==> config.mk <==
export PLATFORM = sky130hd
export DESIGN_NAME = gshare_param
export DESIGN_NICKNAME = d
export VERILOG_FILES = /design/src/rtl/gshare_param.sv
export SDC_FILE = /design/constraint.sdc
export NUM_CORES = 1
export LEC_CHECK = 0
export CELL_PAD_IN_SITES_DETAIL_PLACEMENT = 1
export CELL_PAD_IN_SITES_GLOBAL_PLACEMENT = 1
export CORE_MARGIN = 2
export CORE_UTILIZATION = 45
export DETAILED_ROUTE_END_ITERATION = 8
export PLACE_DENSITY_LB_ADDON = 0.1
export SYNTH_ARGS = -nofsm -noshare
export SYNTH_HDL_FRONTEND = slang
export SYNTH_SLANG_ARGS = --single-unit
==> constraint.sdc <==
create_clock -name clk -period 8 [get_ports clk]
set_clock_uncertainty 0.05 [all_clocks]
set_input_delay 1.6 -clock clk [delete_from_list [all_inputs] [get_ports clk]]
set_output_delay 1.6 -clock clk [all_outputs]
set_load 0.03 [all_outputs]
==> src/rtl/gshare_param.sv <==
// Gshare direction predictor: a PHT of saturating counters indexed by global
// history XOR branch PC, with a sweep-initialisation phase and a mispredict tally.
module gshare_param #(
  parameter int HIST_W   = 7,
  parameter int PC_W     = 7,
  parameter int CTR_W    = 2,
  parameter int INIT_CTR = 1,
  parameter int MISS_W   = 16
) (
  input  logic              clk,
  input  logic              areset_n,
  input  logic              predict_valid,
  input  logic [PC_W-1:0]   predict_pc,
  output logic              predict_ready,
  output logic              predict_taken,
  output logic [HIST_W-1:0] predict_history,
  input  logic              train_valid,
  input  logic              train_taken,
  input  logic              train_mispredicted,
  input  logic [HIST_W-1:0] train_history,
  input  logic [PC_W-1:0]   train_pc,
  input  logic              clear_stats,
  output logic [MISS_W-1:0] mispredict_count,
  output logic              dbg_state
);

  // Handshake: a prediction fires in the cycle predict_valid & predict_ready;
  // the result is combinational in that same cycle. Training has no back-pressure.

  localparam int DEPTH = 1 << HIST_W;
  localparam logic [CTR_W-1:0] CTR_MAX  = '1;
  localparam logic [CTR_W-1:0] CTR_INIT = CTR_W'(INIT_CTR);

  typedef enum logic {ST_INIT = 1'b0, ST_RUN = 1'b1} state_t;

  state_t              state_q, state_d;
  logic [HIST_W-1:0]   ptr_q, ptr_d;
  logic [HIST_W-1:0]   hist_q, hist_d;
  logic [MISS_W-1:0]   miss_q, miss_d;
  logic [CTR_W-1:0]    pht_q [DEPTH];

  logic                run;
  logic                pred_fire;
  logic [HIST_W-1:0]   pred_idx;
  logic [CTR_W-1:0]    pred_ctr;
  logic [HIST_W-1:0]   train_idx;
  logic [CTR_W-1:0]    train_ctr;
  logic [CTR_W-1:0]    train_ctr_nxt;
  logic                pht_we;
  logic [HIST_W-1:0]   pht_waddr;
  logic [CTR_W-1:0]    pht_wdata;

  always_ff @(posedge clk or negedge areset_n) begin
    if (!areset_n) begin
      state_q <= ST_INIT;
      ptr_q   <= '0;
      hist_q  <= '0;
      miss_q  <= '0;
    end else begin
      state_q <= state_d;
      ptr_q   <= ptr_d;
      hist_q  <= hist_d;
      miss_q  <= miss_d;
    end
  end

  // INIT sweeps the pointer across the whole table, leaving it wrapped to 0.
  always_comb begin
    state_d = state_q;
    ptr_d   = ptr_q;
    case (state_q)
      ST_INIT: begin
        ptr_d = ptr_q + 1'b1;
        if (ptr_q == {HIST_W{1'b1}}) state_d = ST_RUN;
      end
      ST_RUN:  state_d = ST_RUN;
      default: state_d = ST_INIT;
    endcase
  end

  always_comb begin
    run           = (state_q == ST_RUN);
    predict_ready = run;
    dbg_state     = run;
  end

  always_comb begin
    pred_fire       = predict_valid & predict_ready;
    pred_idx        = hist_q ^ predict_pc[HIST_W-1:0];
    pred_ctr        = pht_q[pred_idx];
    predict_taken   = pred_fire & pred_ctr[CTR_W-1];
    predict_history = pred_fire ? hist_q : '0;
  end

  always_comb begin
    train_idx     = train_history ^ train_pc[HIST_W-1:0];
    train_ctr     = pht_q[train_idx];
    train_ctr_nxt = train_ctr;
    if (train_taken && (train_ctr != CTR_MAX))
      train_ctr_nxt = train_ctr + 1'b1;
    else if (!train_taken && (train_ctr != '0))
      train_ctr_nxt = train_ctr - 1'b1;
  end

  always_comb begin
    pht_we    = 1'b0;
    pht_waddr = train_idx;
    pht_wdata = train_ctr_nxt;
    if (!run) begin
      pht_we    = 1'b1;
      pht_waddr = ptr_q;
      pht_wdata = CTR_INIT;
    end else if (train_valid) begin
      pht_we    = 1'b1;
    end
  end

  // Table has no reset; INIT rewrites every entry after reset release.
  always_ff @(posedge clk) begin
    if (pht_we) pht_q[pht_waddr] <= pht_wdata;
  end

  // A mispredict repairs history from the trained branch, beating a speculative shift.
  always_comb begin
    hist_d = hist_q;
    if (run && train_valid && train_mispredicted)
      hist_d = {train_history[HIST_W-2:0], train_taken};
    else if (pred_fire)
      hist_d = {hist_q[HIST_W-2:0], predict_taken};
  end

  always_comb begin
    miss_d = miss_q;
    if (run) begin
      if (clear_stats)
        miss_d = '0;
      else if (train_valid && train_mispredicted && (miss_q != {MISS_W{1'b1}}))
        miss_d = miss_q + 1'b1;
    end
  end

  assign mispredict_count = miss_q;

endmodule

Word level (Yosys, flattened, before mapping)
Memory sizes are Yosys's and may differ from the RTL's.
Cells that the tools add are included.
{ "classes": {"add_sub_neg": 4, "multipliers": 0, "div_mod_pow": 0, "n_lt_le_gt_ge": 0, "eq_ne": 3, "shifts": 0, "mux": 15, "n_bitwise": 5, "reduce_logical": 11} }
{ "op_table": {"columns": ["cell", "count"], "rows": [
  ["$mux 16", 2],
  ["$mux 7", 4],
  ["$add 16x1->16 const B", 1],
  ["$ne 16x16->1 const B", 1],
  ["$xor 7x7->7", 2],
  ["$add 7x1->7 const B", 1],
  ["$eq 7x7->1 const B", 1],
  ["$logic_and 1x1->1", 6],
  ["$mux 2", 3],
  ["$reduce_bool 2->1", 3],
  ["$mux 1", 5],
  ["$add 2x1->2 const B", 1],
  ["$and 1x1->1", 2],
  ["$ne 2x2->1 const B", 1],
  ["$pmux 1 s2", 1],
  ["$reduce_and 2->1", 1],
  ["$sub 2x1->2 const B", 1],
  ["$logic_not 1->1", 1],
  ["$not 1->1", 1]
]} }
{ "totals": {"ff_bits": 31, "latchBits": 0, "ram_bits": 256, "rom_bits": 0, "inputBits": 28, "output_inout_bits": 26, "word_cells": 43, "mem_count": 1} }
{ "mem_list": {"columns": ["name", "words", "width", "rd", "rd_ports_with_merged_regs", "write_ports", "line", "source"], "rows": [
  ["pht_q", 128, 2, 2, 0, 1, "40", "logic [CTR_W-1:0] pht_q [DEPTH];"]
]} }

Depth between registers and ports, before layout
Gate-level depths: netlist (run 1).
An unclocked memory read counts as a cell.
{ "logic_depth": {"word_depth": 7, "depth_mapped": 15, "ltp_nobuf": 12} }

Worst setup path before layout (run 1)
Ideal clock, no wire load.
{ "synth_timing": {"path_kind": "input -> register", "from": "input port train_history[1]", "to": "memory pht_q[0][0] (data pin)", "setup_time_ns": 0.920, "t_arrival_ns": 7.487, "required_time_ns": 7.030, "slack_ns": -0.458, "stages": 12, "path_buffers": 1, "path_cell_list": "xor2_2 buf_6 mux4_2 mux2i_1 nor3_1 a2111oi_0 nor4_2 inv_1 ha_1 mux2i_1 and2_1 mux2i_1"} }
{ "synth_via": {"elab_chain_cells": 7, "word_cells_on_any_way": 11, "classes_between": "add/sub: 2; eq/ne: 1; mux: 3; bitwise: 1; reduce/logical: 3; memory: 1"} }
{ "synth_rtl": {"columns": ["item", "line", "source"], "rows": [
  ["start: declaration", "20", "input logic [HIST_W-1:0] train_history,"],
  ["$xor 7x7->7 (*)", "96", "train_idx = train_history ^ train_pc[HIST_W-1:0];"],
  ["$mem_v2 128x2 (*)", null, null],
  ["branches (longest 3 deep; another with $sub 2x1->2)", null, null],
  ["$mux 2 (*)", "99", "if (train_taken && (train_ctr != CTR_MAX))"],
  ["$mux 2 (*)", "109", "if (!run) begin"],
  ["via pht_wdata[0]", "51", "logic [CTR_W-1:0] pht_wdata;"],
  ["end: declaration", "40", null]
]} }
Mark *: on every way through the listed nets, which the timed path passes.

Worst setup path in the final report (run 1)
{ "layout_timing": {"from": "input port predict_pc[1]", "to": "output port predict_taken"} }
{ "layout_via": {"elab_chain_cells": 3} }
{ "layout_rtl": {"columns": ["item", "line", "source"], "rows": [
  ["start: declaration", "13", "input logic [PC_W-1:0] predict_pc,"],
  ["$xor 7x7->7", "89", "pred_idx = hist_q ^ predict_pc[HIST_W-1:0];"],
  ["$mem_v2 128x2", null, null],
  ["$and 1x1->1", "91", "predict_taken = pred_fire & pred_ctr[CTR_W-1];"],
  ["end: declaration", "15", "output logic predict_taken,"]
]} }
Every way passes these cells.

==> results.yml, run 1 <==
sta:
  tightestPinTransition_ps: 1190
  finalCriticalPeriod_ps: 6920
  setup_violations: 0
  finalWorstSetupSlack_ps: 1080
  report.final.slew_viol_count: 0
  fin_tns_setup_ps: 0
  fin_crit_sh_pct: 86.5
  slew_headroom_pct: 20.9
  fmax_ghz: 0.144
  rsz0062_at_grt: "no"
  whs_ps: 442
  final-hold-violation-count: 0
power:
  leakagePower_uw: 0.00492
  peakVddDrop_uv: 188
  pwr-share-clk_pct: 42.8
  power.net_switching_uw: 747
  p_total_uw: 3240
  swShare_pct: 23.0
  p_comb_share_pct: 7.6
  seqPwrFrac_pct: 49.6
  power.internal_uw: 2500
  power_density_nw_per_um2: 205
grt:
  grt_max_degree: 73
  grt_overflow: 0
  grt_pass1_vias: 9099
  antenna_found_initial: 0
  grt_use_total_pct: 25.4
  grt_pass1_wl_um: 59300
synthesis:
  ys_warn_count: 0
  yosysTopAreaCellShare_pct: 55.6
  ys_seq_area_share_pct: 61.2
  synth_area_leaders: "edfxtp_1 (56%), mux4_2 (11%), dfrtp_1 (5.6%)"
  netlist_area_um2: 13800
  ys_ff_latch: 287
  synth_nets: 1002
  syn_area_per_cell_um2: 14.3
  async_flop_share_pct: 10.8
  ys_dominant_reg_cell: "edfxtp_1"
  yosysTopAreaCell: "edfxtp_1"
  synth_enable_flop_cells: 256
  netlist_instances: 970
  ys_types: 62
floorplan:
  initial_core_util_pct: 45.5
  die_w_um: 179
  die_y_um: 179
  pin_count: 54
  die_area_um2: 32200
  core.rowCount: 64
  core_area_um2: 30400
clock_tree:
  cts_setup_buffers: 0
  cts_buffers: 31
  htree_levels: 1
  clkTransAtPathRegs_ps: 60
  postCtsHoldBufs: 0
  clockBufferDepth: 3
  cts_resized: 0
  insertion_delay_ps: 570
  cts_tree: "done"
  clock-sinks: 287
  cts_root_buf: "clkbuf_16"
setup_path:
  crit_path_max_fanout: 24
  worst_setup_path_end_kind: "primary output"
  crit_arrival_ps: 5270
  crit_type: "input pin to primary output"
  crit_slowest_cell: "xor2_4"
  path_cells: "clkdlybuf4s50_1 > xor2_4 > mux4_1 > mux2i_1 > a21oi_1 > a21oi_1 > o221ai_1 > o211a_1 > clkdlybuf4s50_1"
  crit_family: "buffers and inverters"
  r2r_cells: 5
  critical_path_required_ps: 6350
  critPathMaxStageDelay_ps: 820
  critical_path_cell_count: 9
  crit_buf_inv: 2
  cp-start-kind: "input pin"
layout:
  mostFrequentLayoutCell: "edfxtp_1"
  layout_common_cells: "edfxtp_1 (256), nor2_1 (177), nand2_1 (78), mux4_2 (65), clkdlybuf4s50_1 (53)"
  syn_to_final_growth_pct: 14.4
  antenna_cells: 0
  layout.nets: 1062
  final_layout_size_suffix_gt1_share_pct: 15.0
route:
  ant_nets: 0
  post_drt_wl_per_cell_um: 27.6
  drt_first_pass_iters: 5
  viasPerCell: 6.16
  vias: 8935
  drt-total-wl_um: 40100
  drtIter0Drc: 954
  route.detailed.drc: 0
placed_design:
  globalplace.congestion: 0.861
  dp_hpwl_um: 26700
  io_buffers: 53
  pre_cts_slack_ps: 1160
hold_path:
  hold_depth: 1
  hp-class: "flop to flop"
status:
  status: "completed"
run:
  maxCapViolCount: 0
==> stage by stage <==
step                      utilization (%)  instance area (um^2)  std cells
after floorplan                         -                 13800        970
after global placement               48.8                 14900       1393
after detailed placement             48.8                 14900       1393
after CTS                            52.0                 15800       1451
after global routing                 52.0                 15800       1451
final                                52.0                 15800       1451
==> Yosys cell counts, drive strengths merged (2+ instances only) <==
cell / number
a21boi: 2
and2: 6
mux2: 2
xnor2: 17
xor2: 22
a2111oi: 5
nor2: 177
a21oi: 24
edfxtp: 256
nor3: 11
inv: 11
nor3b: 2
a22o: 4
o2111ai: 4
dfrtp: 31
or3: 6
a31oi: 8
nor2b: 5
o211ai: 4
a22oi: 12
a32oi: 3
nand2: 78
nor4: 7
nand4: 6
or2: 4
nand3: 29
o21ai: 16
mux2i: 16
or4: 3
and3: 13
ha: 4
mux4: 87
o22ai: 9
a211oi: 3
clkbuf: 27
buf: 27
nand2b: 15
==> state kept, by name (all words and copies together), names as in the netlist <==
| signal | flops |
|---|---|
| pht_q | 256 |
| ptr_q | 7 |
| dbg_state | 1 |
| mispredict_count | 16 |
| hist_q | 7 |
==> kinds of logic (layout without fill, tap and decap cells) <==
logic type	after synthesis	count (layout)	synth area share (%)
simple gates	365	365	11.7
buf+inv	65	150	2.78
mux	105	105	16.1
xor+xnor	39	39	2.80
fa+ha+maj	4	4	0.362
compound gates	105	105	5.11
flops	287	287	61.2
==> area by class of cell <==
| cell class | instances | area (um^2) |
|---|---|---|
| well taps | 396 | 495 |
| inverters | 11 | 41.3 |
| flip-flops and latches | 287 | 8460 |
| repair buffers | 81 | 791 |
| clock inverters | 16 | 139 |
| clock buffers | 42 | 837 |
| fillers | 2978 | 14600 |
| multi-input cells | 618 | 5060 |
==> power by group through the flow <==
stage,combinational [uW],clock [uW],sequential (uW)
4_1_cts,245,1420,1610
2_1_floorplan,153,0,1640
3_5_place_dp,244,0,1640
6_report,246,1390,1610
3_3_place_gp,243,0,1640
5_1_grt,262,1470,1610
==> routing by layer <==
metal | vias up | share of wire (%) | GRT usage (%)
li1 | 3880 | - | -
met1 | 4631 | 44 | 37.1
met2 | 356 | 46 | 39.8
met3 | 68 | 7.3 | 4.28
met4 | 0 | 2.7 | 6.99
met5 | - | 0 | 0
==> path summary, 6_finish.rpt <==
path | start | to | slack, ps
max | predict_pc[1] | predict_taken | 1080
min in group asynchronous | areset_n | mispredict_count[9]$_DFFE_PN0P_ | 1390
min reg2reg | ptr_q[2]$_DFFE_PN0N_ | ptr_q[2]$_DFFE_PN0N_ | 440
max in group asynchronous | areset_n | dbg_state$_DFF_PN0_ | 6190
min | ptr_q[2]$_DFFE_PN0N_ | ptr_q[2]$_DFFE_PN0N_ | 440
max reg2reg | dbg_state$_DFF_PN0_ | pht_q[66][0]$_DFFE_PP_ | 4120
(Power assumes the default switching activity.)
==> run 2, diff against run 1 <==
- GPL_TIMING_DRIVEN: not set -> 0
==> run 2 against run 1 <==
Sequential share of layout area is 0.68 points lower. Non-clock buffer count is 30 higher. Final area up 1.3%. Sequential power hardly changed. Worst hold slack gained 32 ps. Die area unchanged. Count of clock-buffer cells in the layout shrank 4. Register-to-register slack got worse by 220 ps. First-iteration DRC count rose by 22%. Critical endpoint unchanged. Largest power group unchanged.
==> results.yml, run 2 (same netlist as run 1, synthesis figures left out) <==
setup_path:
  worst_setup_path_end_kind: "primary output"
  crit_type: "input pin to primary output"
  cp-startpoint: "predict_pc[1]"
  rr_startpoint: "pht_q[20][0]$_DFFE_PP_"
  cp-start-kind: "input pin"
  setup.reg_to_reg.worst_slack_ps: 3900
  crit_end: "predict_taken"
  critical_path_required_ps: 6350
  r2r_end: "pht_q[43][1]$_DFFE_PP_"
  crit_arrival_ps: 5520
  crit_path_max_fanout: 10
  r2r_cells: 10
route:
  drt_first_pass_iters: 5
  route.detailed.drc: 0
  drt-total-wl_um: 45200
  drtIter0Drc: 1168
  vias: 9426
  viasPerCell: 6.36
  post_drt_wl_per_cell_um: 30.5
  ant_nets: 0
power:
  swShare_pct: 23.5
  power_density_nw_per_um2: 209
  seqPwrFrac_pct: 48.0
  pwr-share-clk_pct: 44.0
  peakVddDrop_uv: 207
  leakagePower_uw: 0.00503
  power.net_switching_uw: 789
  power.internal_uw: 2560
  p_comb_share_pct: 8.0
status:
  status: "completed"
sta:
  slew_headroom_pct: 16.4
  final-hold-violation-count: 0
  fmax_ghz: 0.139
  tightestPinTransition_ps: 1250
  finalCriticalPeriod_ps: 7170
  fin_tns_setup_ps: 0
  report.final.slew_viol_count: 0
  fin_crit_sh_pct: 89.7
  setup_violations: 0
  rsz0062_at_grt: "no"
clock_tree:
  htree_levels: 2
  cts_setup_buffers: 0
  cts_resized: 0
  postCtsHoldBufs: 0
  cts_root_buf: "clkbuf_16"
  cts_tree: "done"
  cts_buffers: 34
  insertion_delay_ps: 520
  clockBufferDepth: 3
  clkTransAtPathRegs_ps: 60
  clock-sinks: 287
grt:
  grt_overflow: 0
  antenna_found_initial: 0
  grt_use_total_pct: 29.1
  grt_max_degree: 68
  grt_pass1_vias: 9623
  grt_pass1_wl_um: 65800
floorplan:
  die_w_um: 179
  pin_count: 54
  die_area_um2: 32200
  core.rowCount: 64
  initial_core_util_pct: 45.5
  core_area_um2: 30400
  die_y_um: 179
layout:
  syn_to_final_growth_pct: 15.9
  mostFrequentLayoutCell: "edfxtp_1"
  final_layout_size_suffix_gt1_share_pct: 14.4
  largest_register_ffs: 256
  layout_common_cells: "edfxtp_1 (256), nor2_1 (177), nand2_1 (78), mux4_2 (65), clkdlybuf4s50_1 (51)"
  antenna_cells: 0
  top_register: "pht_q"
  fin_util_pct: 52.7
  layout.nets: 1095
placed_design:
  dp_hpwl_um: 32100
  io_buffers: 52
  globalplace.congestion: 0.969
run:
  maxCapViolCount: 0
hold_path:
  hp-class: "flop to flop"
-- run 2: worst min-delay path by stage --
stage / from / endpoint / depth (start not counted)
after floorplan: ptr_q[2]$_DFFE_PN0N_ / ptr_q[2]$_DFFE_PN0N_ / 1
after global placement: ptr_q[2]$_DFFE_PN0N_ / ptr_q[2]$_DFFE_PN0N_ / 1
after detailed placement: ptr_q[2]$_DFFE_PN0N_ / ptr_q[2]$_DFFE_PN0N_ / 1
after CTS: ptr_q[2]$_DFFE_PN0N_ / ptr_q[2]$_DFFE_PN0N_ / 1
after global routing: ptr_q[2]$_DFFE_PN0N_ / ptr_q[2]$_DFFE_PN0N_ / 1
final: ptr_q[2]$_DFFE_PN0N_ / ptr_q[2]$_DFFE_PN0N_ / 1
-- run 2: worst max-delay path, stage by stage --
cell,delay [ps]
clkdlybuf4s50_1,530
xor2_1,540
clkbuf_8,340
buf_2,400
mux4_1,470
a22oi_1,220
a31oi_1,130
a21oi_1,140
o221ai_1,240
o211a_1,310
clkdlybuf4s50_1,590
-- run 2: power by group through the flow --
stage / Sequential (uW) / Combinational, uW / Clock (uW)
after detailed placement: 1640 / 263 / 0
after floorplan: 1640 / 153 / 0
after global routing: 1610 / 280 / 1550
after CTS: 1610 / 264 / 1500
final: 1610 / 267 / 1470
after global placement: 1640 / 260 / 0
-- run 2: final cells by class --
cell class	count	area, um^2
Timing Repair Buffer	57	638
Fill cell	2969	14400
Clock buffer	38	887
Sequential cell	287	8460
Clock inverter	20	151
Inverter	11	41.3
Multi-Input combinational cell	618	5010
Tap cell	396	495
Buffer	54	343
-- run 2: metrics by stage --
stage	setup slack (ps)	total power, uW	hold slack [ps]	area [um^2]	cells
finish	828	3350	475	16000	1481
global route	762	3440	501	16000	1481
CTS	895	3370	484	16000	1481
detailed placement	910	1900	470	15000	1423
global placement	-2930	1900	440	14900	1418
floorplan	1100	1790	402	13800	970
-- run 2: per-layer routing --
metal,GRT usage [%],part of all wire (%),vias up
met1,40.0,41,4881
met3,4.62,7.9,97
li1,-,-,3948
met2,46.6,47,500
met5,0,0,-
met4,11.8,4.3,0
==> run 3, diff against run 2 <==
- clock period: 8 -> 7.7 ns (I/O delays scaled with it)
==> results of run 3 <==
The final DEF is identical to that of run 2. Status: completed.
Among the figures that moved: setup slack after placement 910 ps -> 730 ps; setup slack after layout 828 ps -> 648 ps; register-to-register setup slack 3900 ps -> 3600 ps; total power 3350 uW -> 3480 uW; worst IR drop on VDD 207 uV -> 215 uV
